[src/rtl/fetch_redirect_unit_if.sv]
// Decision/fetch bus between the ID/RF branch controller, the IF stage and the
// fetch redirect unit. The redirect unit connects through the slave modport.
interface fetch_redirect_unit_if #(
  parameter int CNT_W = 16
);
  logic             fetch_ready;
  logic             Valid1_out_ID_RF;
  logic             Valid2_out_ID_RF;
  logic [1:0]       mux_controller;
  logic [1:0]       imm_control;
  logic             valid_previous;
  logic             valid_next2;
  logic [15:0]      pc_1_ID_RF;
  logic [15:0]      pc_2_ID_RF;
  logic [15:0]      imm_1_ID_RF;
  logic [15:0]      imm_2_ID_RF;
  logic [15:0]      RB_read1;
  logic [15:0]      RB_read2;
  logic [15:0]      pc_IF;
  logic             Valid1_IF_ID;
  logic             Valid2_IF_ID;
  logic             kill2_ID_RF;
  logic             redirect_taken;
  logic [CNT_W-1:0] redirect_count;
  logic             protocol_err;

  modport slave (
    input  fetch_ready, Valid1_out_ID_RF, Valid2_out_ID_RF, mux_controller,
           imm_control, valid_previous, valid_next2, pc_1_ID_RF, pc_2_ID_RF,
           imm_1_ID_RF, imm_2_ID_RF, RB_read1, RB_read2,
    output pc_IF, Valid1_IF_ID, Valid2_IF_ID, kill2_ID_RF, redirect_taken,
           redirect_count, protocol_err
  );

  modport master (
    output fetch_ready, Valid1_out_ID_RF, Valid2_out_ID_RF, mux_controller,
           imm_control, valid_previous, valid_next2, pc_1_ID_RF, pc_2_ID_RF,
           imm_1_ID_RF, imm_2_ID_RF, RB_read1, RB_read2,
    input  pc_IF, Valid1_IF_ID, Valid2_IF_ID, kill2_ID_RF, redirect_taken,
           redirect_count, protocol_err
  );
endinterface

[src/rtl/fetch_redirect_unit.sv]
// Fetch PC owner for the dual-issue front end: applies branch-controller
// redirects, holds a redirect across imem stalls and squashes IF/ID slots.
module fetch_redirect_unit #(
  parameter logic [15:0] RESET_PC = 16'h0000,
  parameter int          CNT_W    = 16
) (
  input  logic                   clock,
  input  logic                   reset,
  fetch_redirect_unit_if.slave   bus
);

  typedef enum logic {RUN, PEND} state_e;

  state_e           state, state_nxt;
  logic [15:0]      pc, pc_nxt;
  logic [15:0]      pend_target, pend_nxt;
  logic             vld, vld_nxt;
  logic             pulse, pulse_nxt;
  logic             err, err_nxt;
  logic [CNT_W-1:0] cnt, cnt_nxt;
  logic             q, redir, seq_sel;
  logic [15:0]      target;

  function automatic logic [15:0] decode_target(
    input logic [1:0]  mux,
    input logic [1:0]  imm_sel,
    input logic [15:0] pc1, input logic [15:0] imm1,
    input logic [15:0] pc2, input logic [15:0] imm2,
    input logic [15:0] rb1, input logic [15:0] rb2
  );
    logic [15:0] t;
    t = 16'h0000;
    case (mux)
      2'b00: t = rb1;
      2'b10: t = rb2;
      2'b01: begin
        case (imm_sel)
          2'b00, 2'b01: t = pc1 + imm1;
          default:      t = pc2 + imm2;
        endcase
      end
      default: t = 16'h0000;
    endcase
    return t;
  endfunction

  function automatic logic [CNT_W-1:0] sat_inc(input logic [CNT_W-1:0] c);
    return (&c) ? c : c + {{(CNT_W-1){1'b0}}, 1'b1};
  endfunction

  // Decision qualification: only a fully valid ID/RF pair may redirect or squash
  assign q       = bus.Valid1_out_ID_RF & bus.Valid2_out_ID_RF;
  assign seq_sel = (bus.mux_controller == 2'b11);
  assign redir   = q & ~seq_sel;
  assign target  = decode_target(bus.mux_controller, bus.imm_control,
                                 bus.pc_1_ID_RF, bus.imm_1_ID_RF,
                                 bus.pc_2_ID_RF, bus.imm_2_ID_RF,
                                 bus.RB_read1, bus.RB_read2);

  assign bus.kill2_ID_RF = q & ~bus.valid_next2;

  always_comb begin
    state_nxt = state;
    pc_nxt    = pc;
    pend_nxt  = pend_target;
    vld_nxt   = 1'b0;
    pulse_nxt = 1'b0;
    cnt_nxt   = cnt;
    err_nxt   = err | (q & (seq_sel != bus.valid_previous));
    case (state)
      RUN: begin
        if (redir) begin
          pulse_nxt = 1'b1;
          cnt_nxt   = sat_inc(cnt);
          if (bus.fetch_ready) begin
            pc_nxt = target;
          end else begin
            pend_nxt  = target;
            state_nxt = PEND;
          end
        end else if (bus.fetch_ready) begin
          pc_nxt  = pc + 16'd2;
          vld_nxt = bus.valid_previous | ~q;
        end
      end
      PEND: begin
        // The buffered (older) redirect wins; newer decisions are dropped
        if (bus.fetch_ready) begin
          pc_nxt    = pend_target;
          state_nxt = RUN;
        end
      end
      default: state_nxt = RUN;
    endcase
  end

  // IF/ID boundary registers
  always_ff @(posedge clock) begin
    if (reset) begin
      state       <= RUN;
      pc          <= RESET_PC;
      pend_target <= 16'h0000;
      vld         <= 1'b0;
      pulse       <= 1'b0;
      cnt         <= '0;
      err         <= 1'b0;
    end else begin
      state       <= state_nxt;
      pc          <= pc_nxt;
      pend_target <= pend_nxt;
      vld         <= vld_nxt;
      pulse       <= pulse_nxt;
      cnt         <= cnt_nxt;
      err         <= err_nxt;
    end
  end

  assign bus.pc_IF          = pc;
  assign bus.Valid1_IF_ID   = vld;
  assign bus.Valid2_IF_ID   = vld;
  assign bus.redirect_taken = pulse;
  assign bus.redirect_count = cnt;
  assign bus.protocol_err   = err;

endmodule
[src/flat_wrapper.sv]
// flat-port wrapper written by rule: the top's interface ports become plain ports
module fetch_redirect_unit_flat 
#(
  parameter logic [15:0] RESET_PC = 16'h0000,
  parameter int          CNT_W    = 16
)
  (clock, reset, bus_fetch_ready, bus_Valid1_out_ID_RF, bus_Valid2_out_ID_RF, bus_mux_controller, bus_imm_control, bus_valid_previous, bus_valid_next2, bus_pc_1_ID_RF, bus_pc_2_ID_RF, bus_imm_1_ID_RF, bus_imm_2_ID_RF, bus_RB_read1, bus_RB_read2, bus_pc_IF, bus_Valid1_IF_ID, bus_Valid2_IF_ID, bus_kill2_ID_RF, bus_redirect_taken, bus_redirect_count, bus_protocol_err);
  fetch_redirect_unit_if #(.CNT_W(CNT_W)) bus_i ();
  input  logic clock;
  input  logic reset;
  input wire logic [$bits(bus_i.fetch_ready)-1:0] bus_fetch_ready;
  input wire logic [$bits(bus_i.Valid1_out_ID_RF)-1:0] bus_Valid1_out_ID_RF;
  input wire logic [$bits(bus_i.Valid2_out_ID_RF)-1:0] bus_Valid2_out_ID_RF;
  input wire logic [$bits(bus_i.mux_controller)-1:0] bus_mux_controller;
  input wire logic [$bits(bus_i.imm_control)-1:0] bus_imm_control;
  input wire logic [$bits(bus_i.valid_previous)-1:0] bus_valid_previous;
  input wire logic [$bits(bus_i.valid_next2)-1:0] bus_valid_next2;
  input wire logic [$bits(bus_i.pc_1_ID_RF)-1:0] bus_pc_1_ID_RF;
  input wire logic [$bits(bus_i.pc_2_ID_RF)-1:0] bus_pc_2_ID_RF;
  input wire logic [$bits(bus_i.imm_1_ID_RF)-1:0] bus_imm_1_ID_RF;
  input wire logic [$bits(bus_i.imm_2_ID_RF)-1:0] bus_imm_2_ID_RF;
  input wire logic [$bits(bus_i.RB_read1)-1:0] bus_RB_read1;
  input wire logic [$bits(bus_i.RB_read2)-1:0] bus_RB_read2;
  output wire logic [$bits(bus_i.pc_IF)-1:0] bus_pc_IF;
  output wire logic [$bits(bus_i.Valid1_IF_ID)-1:0] bus_Valid1_IF_ID;
  output wire logic [$bits(bus_i.Valid2_IF_ID)-1:0] bus_Valid2_IF_ID;
  output wire logic [$bits(bus_i.kill2_ID_RF)-1:0] bus_kill2_ID_RF;
  output wire logic [$bits(bus_i.redirect_taken)-1:0] bus_redirect_taken;
  output wire logic [$bits(bus_i.redirect_count)-1:0] bus_redirect_count;
  output wire logic [$bits(bus_i.protocol_err)-1:0] bus_protocol_err;
  assign bus_i.fetch_ready = bus_fetch_ready;
  assign bus_i.Valid1_out_ID_RF = bus_Valid1_out_ID_RF;
  assign bus_i.Valid2_out_ID_RF = bus_Valid2_out_ID_RF;
  assign bus_i.mux_controller = bus_mux_controller;
  assign bus_i.imm_control = bus_imm_control;
  assign bus_i.valid_previous = bus_valid_previous;
  assign bus_i.valid_next2 = bus_valid_next2;
  assign bus_i.pc_1_ID_RF = bus_pc_1_ID_RF;
  assign bus_i.pc_2_ID_RF = bus_pc_2_ID_RF;
  assign bus_i.imm_1_ID_RF = bus_imm_1_ID_RF;
  assign bus_i.imm_2_ID_RF = bus_imm_2_ID_RF;
  assign bus_i.RB_read1 = bus_RB_read1;
  assign bus_i.RB_read2 = bus_RB_read2;
  assign bus_pc_IF = bus_i.pc_IF;
  assign bus_Valid1_IF_ID = bus_i.Valid1_IF_ID;
  assign bus_Valid2_IF_ID = bus_i.Valid2_IF_ID;
  assign bus_kill2_ID_RF = bus_i.kill2_ID_RF;
  assign bus_redirect_taken = bus_i.redirect_taken;
  assign bus_redirect_count = bus_i.redirect_count;
  assign bus_protocol_err = bus_i.protocol_err;
  fetch_redirect_unit #(.RESET_PC(RESET_PC), .CNT_W(CNT_W)) u_core (.clock(clock), .reset(reset), .bus(bus_i));
endmodule
[config.mk]
export PLATFORM = sky130hd
export DESIGN_NAME = fetch_redirect_unit_flat
export DESIGN_NICKNAME = d
export VERILOG_FILES = /design/src/rtl/fetch_redirect_unit_if.sv /design/src/rtl/fetch_redirect_unit.sv /design/src/flat_wrapper.sv
export SDC_FILE = /design/constraint.sdc
export NUM_CORES = 1
export LEC_CHECK = 0
export ABC_AREA = 1
export BUFFER_PORTS_ARGS = -buffer_cell sky130_fd_sc_hd__buf_4
export CAP_MARGIN = 0
export CORE_ASPECT_RATIO = 1.25
export CORE_MARGIN = 1.5
export CORE_UTILIZATION = 45
export DETAILED_ROUTE_END_ITERATION = 16
export HOLD_SLACK_MARGIN = 0.08
export PLACE_DENSITY = 0.72
export SETUP_SLACK_MARGIN = 0.5
export SYNTH_ARGS = -nofsm -noshare
export SYNTH_HDL_FRONTEND = slang
export SYNTH_SLANG_ARGS = --single-unit
export TNS_END_PERCENT = 1
[constraint.sdc]
create_clock -name clock -period 2.5 [get_ports clock]
set_input_delay 0.375 -clock clock [delete_from_list [all_inputs] [get_ports clock]]
set_output_delay 0.375 -clock clock [all_outputs]
set_load 0.005 [all_outputs]
==> impl_metrics.tcl, run 1 <==
set metrics [dict create \
    status "complete, no violations" \
    clkTransAtPathRegs_ns 0.07 \
    grt_max_degree 27 \
    gp_congestion 0.9145 \
    grt_use_total 0.2359 \
    reg2reg_slack_ns 0.62 \
    syn_avg_cell_area_sq_um 5.998 \
    netlist_area_sq_mm 0.005099 \
    fin_setup_tns_ns 0 \
    skew_ns 0.006498 \
    first_iter_violations 228 \
    p_total_mw 2.456 \
    yosysSeqAreaShare 0.2042 \
    yosysTopAreaCell "dfxtp_1" \
    crit_arrival_ns 2.16 \
    clk_latency_ns 0.29 \
    ios 144 \
    cts_buffers 5 \
    synth_warnings 0 \
    placed_cell_area_sq_mm 0.006248 \
    ant_nets 0 \
    num_vias 5720 \
    fin_nets 1127 \
    grt_pass1_vias 5075 \
    synth-edff-count 0 \
    coreArea_sq_mm 0.01108 \
    max_stage_delay_ns 0.35 \
    place_inst 1111 \
    cp_max_fo 4 \
    path_common_cell "nand2_1" \
    fin_area_sq_mm 0.006435 \
    wl_um 14270 \
    wire_per_inst_um 12.72 \
    critPathLaunchType "input pin" \
    crit_path_cell_trace "buf_4 > ha_1 > inv_1 > fa_1 > inv_1 > nand3_1 > nand3_1 > nand2_1 > a21o_1 > nand3_1 > nand3_1 > nand2_1 > nand2_1 > nand2_1 > nand2_1 > nand2_1" \
    setup_violations 0 \
    drc 0 \
    slowest_stage "fa_1" \
    crit_type "input pin to flip-flop" \
    yosysMostFrequentCell "nand2_1" \
    crit_family "simple AND/OR/NAND/NOR gates" \
    h-tree-depth 2 \
    rsz0062_at_grt "yes" \
    place.detailed.hpwl_um 11460 \
    dieArea_sq_mm 0.01198 \
    ir_worst_vdd_v 0.0002885 \
    finalCriticalPeriod_ns 1.923 \
    via_per_inst 5.098 \
    die_y_um 122.0 \
    synthTopCellsByArea "dfxtp_1 20%, nand2_1 18%, inv_1 12%" \
    path_buf_inv 3 \
    async_flop_share 0 \
    grt_overflow 0 \
    grt_pass1_wl_um 23240 \
    cts.sinks 52 \
    fillerInstances 1143 \
    port_buffers 142 \
    synth_top_area_share 0.2042 \
    power_leakage_nw 3.478 \
    cap_violations 0 \
    relSlewSlack 0.5409 \
    start_util 0.4600 \
    drive_gt1_frac 0.1884 \
    num_rows 43 \
    synthFlopType "dfxtp_1" \
    post-route-period-util 0.7693 \
    cts_tree "done" \
    synth.distinct_cells 49 \
    slew_violations 0 \
    die_w_um 98.21 \
    yosys-top-cells-count "251 x nand2_1, 159 x inv_1, 67 x nand3_1" \
    finalHoldViolations 0 \
    cts_root_buf "clkbuf_16" \
    syn2layout_area_growth_pct 26.21 \
    synth-seq-cells 52 \
    max_freq_mhz 519.9 \
    tightest_slew_ns 0.6878 \
    hp-class "input pin to flip-flop" \
    worstSetupEndpointType "flip-flop" \
    syn_inst 850 \
    n_antenna_cell 0 \
    cellPowerDensity_mw_per_mm2 381.7 \
    cts.path.max_buffers 2 \
    required_ns 2.74 \
    syn_nets 991 \
    finalNonFillerCells 1122 \
    dr.pass1.iters 5 \
    antenna_found_initial 0 \
]
-- stage by stage --
stage / setup WS, ns / utilization / hold slack (ns)
5_1_grt: 0.4003 / 0.5806 / 0.4111
2_1_floorplan: 0.6483 / - / 0.4466
3_5_place_dp: 0.2822 / 0.5638 / 0.4518
3_3_place_gp: 0.3101 / 0.5638 / 0.4425
4_1_cts: 0.5130 / 0.5770 / 0.3927
6_report: 0.5766 / 0.5806 / 0.3948
-- repair_timing --
action / in CTS / in global routing
gates resized for setup: 0 / 1
endpoints found under the hold margin: 0 / 0
hold buffers: 0 / 0
setup buffers: 0 / 3
endpoints found under the setup margin: 0 / 9
-- report_power, final --
group | switching [mW] | internal (mW) | total, mW
Clock | 0.299 | 0.400 | 0.699
Sequential | 0.0379 | 0.863 | 0.901
Combinational | 0.486 | 0.370 | 0.856
-- path summary, 6_finish.rpt --
path	from	endpoint	cells after the start
setup / recovery	bus_imm_1_ID_RF[0]	u_core.bus.pc_IF[8]	16
hold / removal	bus_valid_previous	u_core.bus.protocol_err	3
setup reg to reg	u_core.bus.redirect_count[0]	u_core.bus.redirect_count[6]	10
hold reg to reg	u_core.bus.protocol_err	u_core.bus.protocol_err	2
-- logic make-up (layout without fill, tap and decap cells) --
logic type / Yosys count / after routing / share of synthesized area
xor+xnor: 24 / 24 / 0.04270
buf+inv: 186 / 323 / 0.1433
flops: 52 / 52 / 0.2042
compound gates: 143 / 143 / 0.1681
simple gates: 411 / 411 / 0.3553
fa+ha+maj: 34 / 34 / 0.08638
-- worst reg2reg max path, delay by kind of cell, from the launching register on --
family                   cells  cell delay, ns
AND/OR/NAND/NOR              4            0.68
flip-flops                   1            0.43
buffers and inverters        3            0.27
AO/OA/AOI/OAI                2            0.23
adder cells (fa/ha/maj)      1            0.21
-- registers in the layout (all words and copies together), names as in the netlist --
signal and cells:
u_core.state 1, u_core.bus.redirect_taken 1, u_core.bus.protocol_err 1, u_core.bus.pc_IF 16, u_core.bus.Valid1_IF_ID 1, u_core.bus.redirect_count 16
u_core.pend_target 16
-- layout by cell type, fill, tap and decap left out, types with 4 or more instances in the layout --
| cell | n |
|---|---|
| a21oi_1 | 51 |
| a22o_1 | 12 |
| buf_4 | 146 |
| clkbuf_16 | 5 |
| dfxtp_1 | 52 |
| ha_1 | 32 |
| inv_1 | 159 |
| inv_2 | 8 |
| nand2_1 | 251 |
| nand3_1 | 67 |
| nand3_2 | 4 |
| nand4_1 | 8 |
| nor2_1 | 48 |
| nor3_1 | 9 |
| o211ai_1 | 4 |
| o21ai_0 | 41 |
| o21ai_1 | 4 |
| o21bai_1 | 12 |
| o221ai_1 | 4 |
| xor2_1 | 20 |
-- layout make-up --
type	count	area, sq um	share of cell area
Clock buffer	8	146.4	0.02275
Inverter	168	630.6	0.09800
Multi-Input combinational cell	612	3332	0.5178
Sequential cell	52	1041	0.1618
Tap cell	135	168.9	0.02625
Timing Repair Buffer	147	1116	0.1734
-- metal layers --
metal / vias to the layer above / routed length [um] / part of all wire / GRT usage
met4: 0 / 161 / 0.011 / 0.05810
met3: 14 / 719 / 0.050 / 0.02410
li1: 2978 / - / - / -
met2: 164 / 7144 / 0.50 / 0.4306
met1: 2564 / 6249 / 0.44 / 0.2972
met5: - / 0 / 0 / 0
(Power assumes the default switching activity.)
==> inputs of run 2 (changes only) <==
- ABC_AREA: 1 -> 0
- PLACE_DENSITY: 0.72 -> 0.73
- clock period: 2.5 -> 2 ns (I/O delays scaled with it)
==> impl_metrics.tcl, run 2 <==
set metrics [dict create \
    tightest_slew_ns 0.6539 \
    violations "negative setup slack" \
    cts_root_buf "clkbuf_16" \
    synth_top_area_share 0.2228 \
    worstSetupEndpointType "flip-flop" \
    synthFlopType "dfxtp_1" \
    cts.sinks 52 \
    wire_per_inst_um 16.71 \
    antenna_found_initial 0 \
    post-route-period-util 1.088 \
    syn_nets 749 \
    netlist_area_sq_mm 0.004672 \
    cts_buffers 5 \
    rsz0062_at_grt "yes" \
    wl_met1_um 5978 \
    synth.distinct_cells 80 \
    yosysTopAreaCell "dfxtp_1" \
    max_stage_delay_ns 0.34 \
    async_flop_share 0 \
    cts_tree "done" \
    grt_max_degree 26 \
    finalCriticalPeriod_ns 2.177 \
    synth-edff-count 0 \
    dr.pass1.iters 4 \
    cts.path.max_buffers 2 \
    place.detailed.hpwl_um 12830 \
    n_antenna_cell 0 \
    ir_worst_vdd_v 0.0003210 \
    synthTopCellsByArea "dfxtp_1 22%, ha_1 8.6%, nor2_1 6.2%" \
    place_inst 956 \
    cp_max_fo 2 \
    cap_violations 0 \
    clk_latency_ns 0.30 \
    power_leakage_nw 3.095 \
    skew_ns 0.008303 \
    via_per_inst 5.797 \
    hp-class "input pin to flip-flop" \
    dr_wl_met2_um 8602 \
    yosys-top-cells-count "77 x nor2_1, 52 x dfxtp_1, 50 x nand2_1" \
    syn_inst 608 \
    top_layer "met4" \
    port_buffers 142 \
    clkTransAtPathRegs_ns 0.07 \
    cellPowerDensity_mw_per_mm2 491.4 \
    syn_avg_cell_area_sq_um 7.684 \
    wl_met3_um 880 \
    synth-seq-cells 52 \
    layout_common_cells "241 x buf_4, 72 x nor2_1, 49 x nand2_1" \
    setup_ws_ns -0.1767 \
    drc 0 \
    final_common_cell "buf_4" \
    crit_family "compound AO/OA/AOI/OAI gates" \
    fillerInstances 787 \
    num_vias 5588 \
    crit_type "input pin to flip-flop" \
    h-tree-depth 2 \
    wl_um 16110 \
    setup_violations 9 \
    yosysMostFrequentCell "nor2_1" \
    relSlewSlack 0.5624 \
    finalHoldViolations 0 \
    slew_violations 0 \
    grt_pass1_vias 5680 \
    die_y_um 116.9 \
    syn2layout_area_growth_pct 53.21 \
    first_iter_violations 194 \
    grt_pass1_wl_um 25990 \
    grt_overflow 0 \
    finalNonFillerCells 964 \
    utilization 0.7083 \
    critPathLaunchType "input pin" \
    slowest_stage "o311a_4" \
    gp_congestion 0.9549 \
    ios 144 \
    num_rows 41 \
    drive_gt1_frac 0.4180 \
    crit_arrival_ns 2.38 \
    coreArea_sq_mm 0.01011 \
    ant_nets 0 \
    yosysSeqAreaShare 0.2228 \
    path_buf_inv 2 \
    required_ns 2.20 \
    start_util 0.4623 \
    grt_use_total 0.2961 \
    status "complete, but fails checks" \
    die_w_um 94.14 \
    dieArea_sq_mm 0.01101 \
    crit_path_cell_trace "buf_6 > ha_4 > inv_2 > fa_2 > nor2b_4 > o31a_4 > o311a_4 > a221oi_4 > mux2i_1 > nand4_2 > o41ai_2" \
    fin_nets 975 \
    synth_warnings 0 \
    max_freq_mhz 459.4 \
]
[run 2: kinds of logic after synthesis]
logic type / synth area share
XOR/XNOR: 0.06749
multiplexers: 0.03026
buffers and inverters: 0.04124
adder cells (fa/ha/maj): 0.09427
AO/OA/AOI/OAI: 0.2890
flip-flops: 0.2228
AND/OR/NAND/NOR: 0.2550
[run 2: stage by stage]
stage	hold slack (ns)	cell area [sq um]	TNS [ns]	total power [mW]	worst slack, ns
finish	0.2470	7158	-0.6437	3.517	-0.1767
global placement	0.4552	6561	-10.08	2.399	-0.5950
floorplan	0.4402	4674	-1.324	1.803	-0.2877
CTS	0.2418	7069	-0.5350	3.488	-0.2025
global route	0.2546	7158	-2.108	3.687	-0.2720
detailed placement	0.4652	6561	-10.99	2.425	-0.6590
[run 2: final cells by class]
class | count | area (sq um) | share of cell area
clock buffers | 6 | 128.9 | 0.01800
clock inverters | 2 | 38.79 | 0.005419
repair buffers | 245 | 1854 | 0.2590
flip-flops and latches | 52 | 1060 | 0.1481
well taps | 129 | 161.4 | 0.02255
multi-input cells | 509 | 3836 | 0.5359
inverters | 21 | 78.83 | 0.01101
[run 2: layer usage]
layer	global-route usage	vias to the layer above
li1	-	2696
met1	0.3098	2631
met2	0.5739	207
met3	0.04070	54
met4	0.1463	0
met5	0	-
[run 2: repair_timing]
action | CTS | global route
gates resized for setup | 76 | 21
endpoints found under the setup margin | 47 | 47
pin swaps | 65 | 23
hold buffers | 0 | 0
setup buffers | 0 | 0
[run 2: final timing paths]
| path | startpoint | end | slack (ns) | cells after the start |
|---|---|---|---|---|
| worst max-delay path | bus_imm_2_ID_RF[0] | u_core.pend_target[14] | -0.18 | 11 |
| worst min-delay path | reset | u_core.bus.redirect_taken | 0.25 | 2 |
| worst max register to register | u_core.bus.redirect_count[5] | u_core.bus.redirect_count[13] | 0.09 | 7 |
| worst min register to register | u_core.pend_target[6] | u_core.pend_target[6] | 0.49 | 2 |
[run 2: power by group]
group / internal (mW) / switching, mW / leakage (nW)
combinational: 0.724 / 0.699 / 2.58
clock: 0.596 / 0.385 / 0.0815
sequential: 1.07 / 0.0391 / 0.429
==> inputs of run 3 (changes only) <==
- BUFFER_PORTS_ARGS: -buffer_cell sky130_fd_sc_hd__buf_4 -> -buffer_cell sky130_fd_sc_hd__buf_2
==> impl_metrics.tcl, run 3 (synthesized netlist as in run 2, its figures left out) <==
set metrics [dict create \
    rr_worst_depth 6 \
    port_buffers 142 \
    slew_violations 0 \
    coreArea_sq_mm 0.01011 \
    skew_ns 0.006183 \
    h-tree-depth 2 \
    relSlewSlack 0.6054 \
    post-route-period-util 1.103 \
    die_y_um 116.9 \
    die_w_um 94.14 \
    ios 144 \
    multi_input_area_sq_mm 0.003799 \
    wire_per_inst_um 16.87 \
    layout_common_cells "138 x buf_2, 94 x buf_4, 72 x nor2_1" \
    antenna_found_initial 0 \
    cts_root_buf "clkbuf_16" \
    required_ns 2.23 \
    dr.pass1.iters 5 \
    hp-class "input pin to flip-flop" \
    violations "negative setup slack" \
    grt_use_total 0.2925 \
    placed_cell_area_sq_mm 0.006193 \
    cts_buffers 5 \
    ir_worst_vdd_v 0.0003212 \
    crit_arrival_ns 2.44 \
    max_freq_mhz 453.5 \
    grt_pass1_wl_um 25480 \
    fillerInstances 836 \
    cap_violations 0 \
    n_antenna_cell 0 \
    critPathLaunchType "input pin" \
    setup_ws_ns -0.2051 \
    drc 0 \
    syn2layout_area_growth_pct 44.75 \
    finalCriticalPeriod_ns 2.205 \
    num_vias 5653 \
    cts.path.max_buffers 2 \
    cellPowerDensity_mw_per_mm2 492.9 \
    dieArea_sq_mm 0.01101 \
    status "complete, but fails checks" \
    finalHoldViolations 0 \
    worstSetupEndpointType "flip-flop" \
    wl_um 16210 \
    place.detailed.hpwl_um 12650 \
    ant_nets 0 \
    grt_pass1_vias 5569 \
    tightest_slew_ns 0.5897 \
    clkTransAtPathRegs_ns 0.07 \
    grt_max_degree 26 \
    power_leakage_nw 3.010 \
    utilization 0.6692 \
    cts_tree "done" \
    gp_congestion 0.9334 \
    drive_gt1_frac 0.4099 \
    fin_area_sq_mm 0.006763 \
    start_util 0.4623 \
    cp_max_fo 2 \
    rsz0062_at_grt "yes" \
    fin_nets 972 \
    grt_overflow 0 \
    clk_latency_ns 0.30 \
    crit_type "input pin to flip-flop" \
    num_rows 41 \
    first_iter_violations 274 \
    setup_violations 16 \
    final_common_cell "buf_2" \
    regArea_sq_mm 0.001052 \
    cts.sinks 52 \
    via_per_inst 5.882 \
    hold_depth 2 \
]
## run 3: area by class of cell
class                   instances  area share
clock buffers                   6     0.01906
repair buffers                242      0.2257
multi-input cells             509      0.5617
clock inverters                 2    0.002035
inverters                      21     0.01203
well taps                     129     0.02387
flip-flops and latches         52      0.1556
## run 3: final timing paths
path / slack [ns] / endpoint / start
hold reg to reg: 0.47 / u_core.bus.protocol_err / u_core.bus.protocol_err
hold / removal: 0.28 / u_core.pend_target[13] / reset
setup reg to reg: 0.13 / u_core.bus.pc_IF[12] / u_core.bus.pc_IF[4]
setup / recovery: -0.21 / u_core.bus.pc_IF[14] / bus_imm_2_ID_RF[0]
## run 3: what timing repair did
action,CTS,global route
gates resized for setup,54,39
buffers inserted,1,1
pin swaps,51,56
setup endpoints to repair,44,47
cloned,0,0
hold buffers,0,0
## run 3: metal layers
| metal | share of wire | vias up | wire length, um | global-route usage |
|---|---|---|---|---|
| li1 | - | 2699 | - | - |
| met1 | 0.38 | 2675 | 6222 | 0.3100 |
| met2 | 0.53 | 237 | 8612 | 0.5754 |
| met3 | 0.056 | 42 | 904 | 0.03747 |
| met4 | 0.029 | 0 | 473 | 0.1214 |
| met5 | 0 | - | 0 | 0 |
## run 3: per-stage QoR
stage	instances	total power, mW	TNS, ns	hold slack, ns	setup WS, ns
after global placement	951	2.316	-9.903	0.4497	-0.5951
final	961	3.333	-1.465	0.2828	-0.2051
after detailed placement	951	2.342	-11.41	0.4637	-0.6463
after floorplan	608	1.803	-1.324	0.4402	-0.2877
after CTS	960	3.244	-0.9395	0.2792	-0.2919
after global routing	961	3.496	-3.130	0.2903	-0.2792
## run 3: worst max-delay path, stage by stage
cell and delay (ns):
buf_6 0.10, ha_4 0.15, inv_2 0.06, fa_2 0.24, nor2b_4 0.05, o31a_4 0.29
o311a_4 0.33, a221oi_4 0.27, mux2i_2 0.29, nand4_2 0.13, buf_4 0.16, o22ai_2 0.06
## run 3: power by group
group          internal [mW]  switching, mW  total, mW
logic                  0.657          0.707       1.36
clock network          0.467          0.385      0.852
registers               1.08         0.0380       1.12
total                   2.20           1.13       3.33
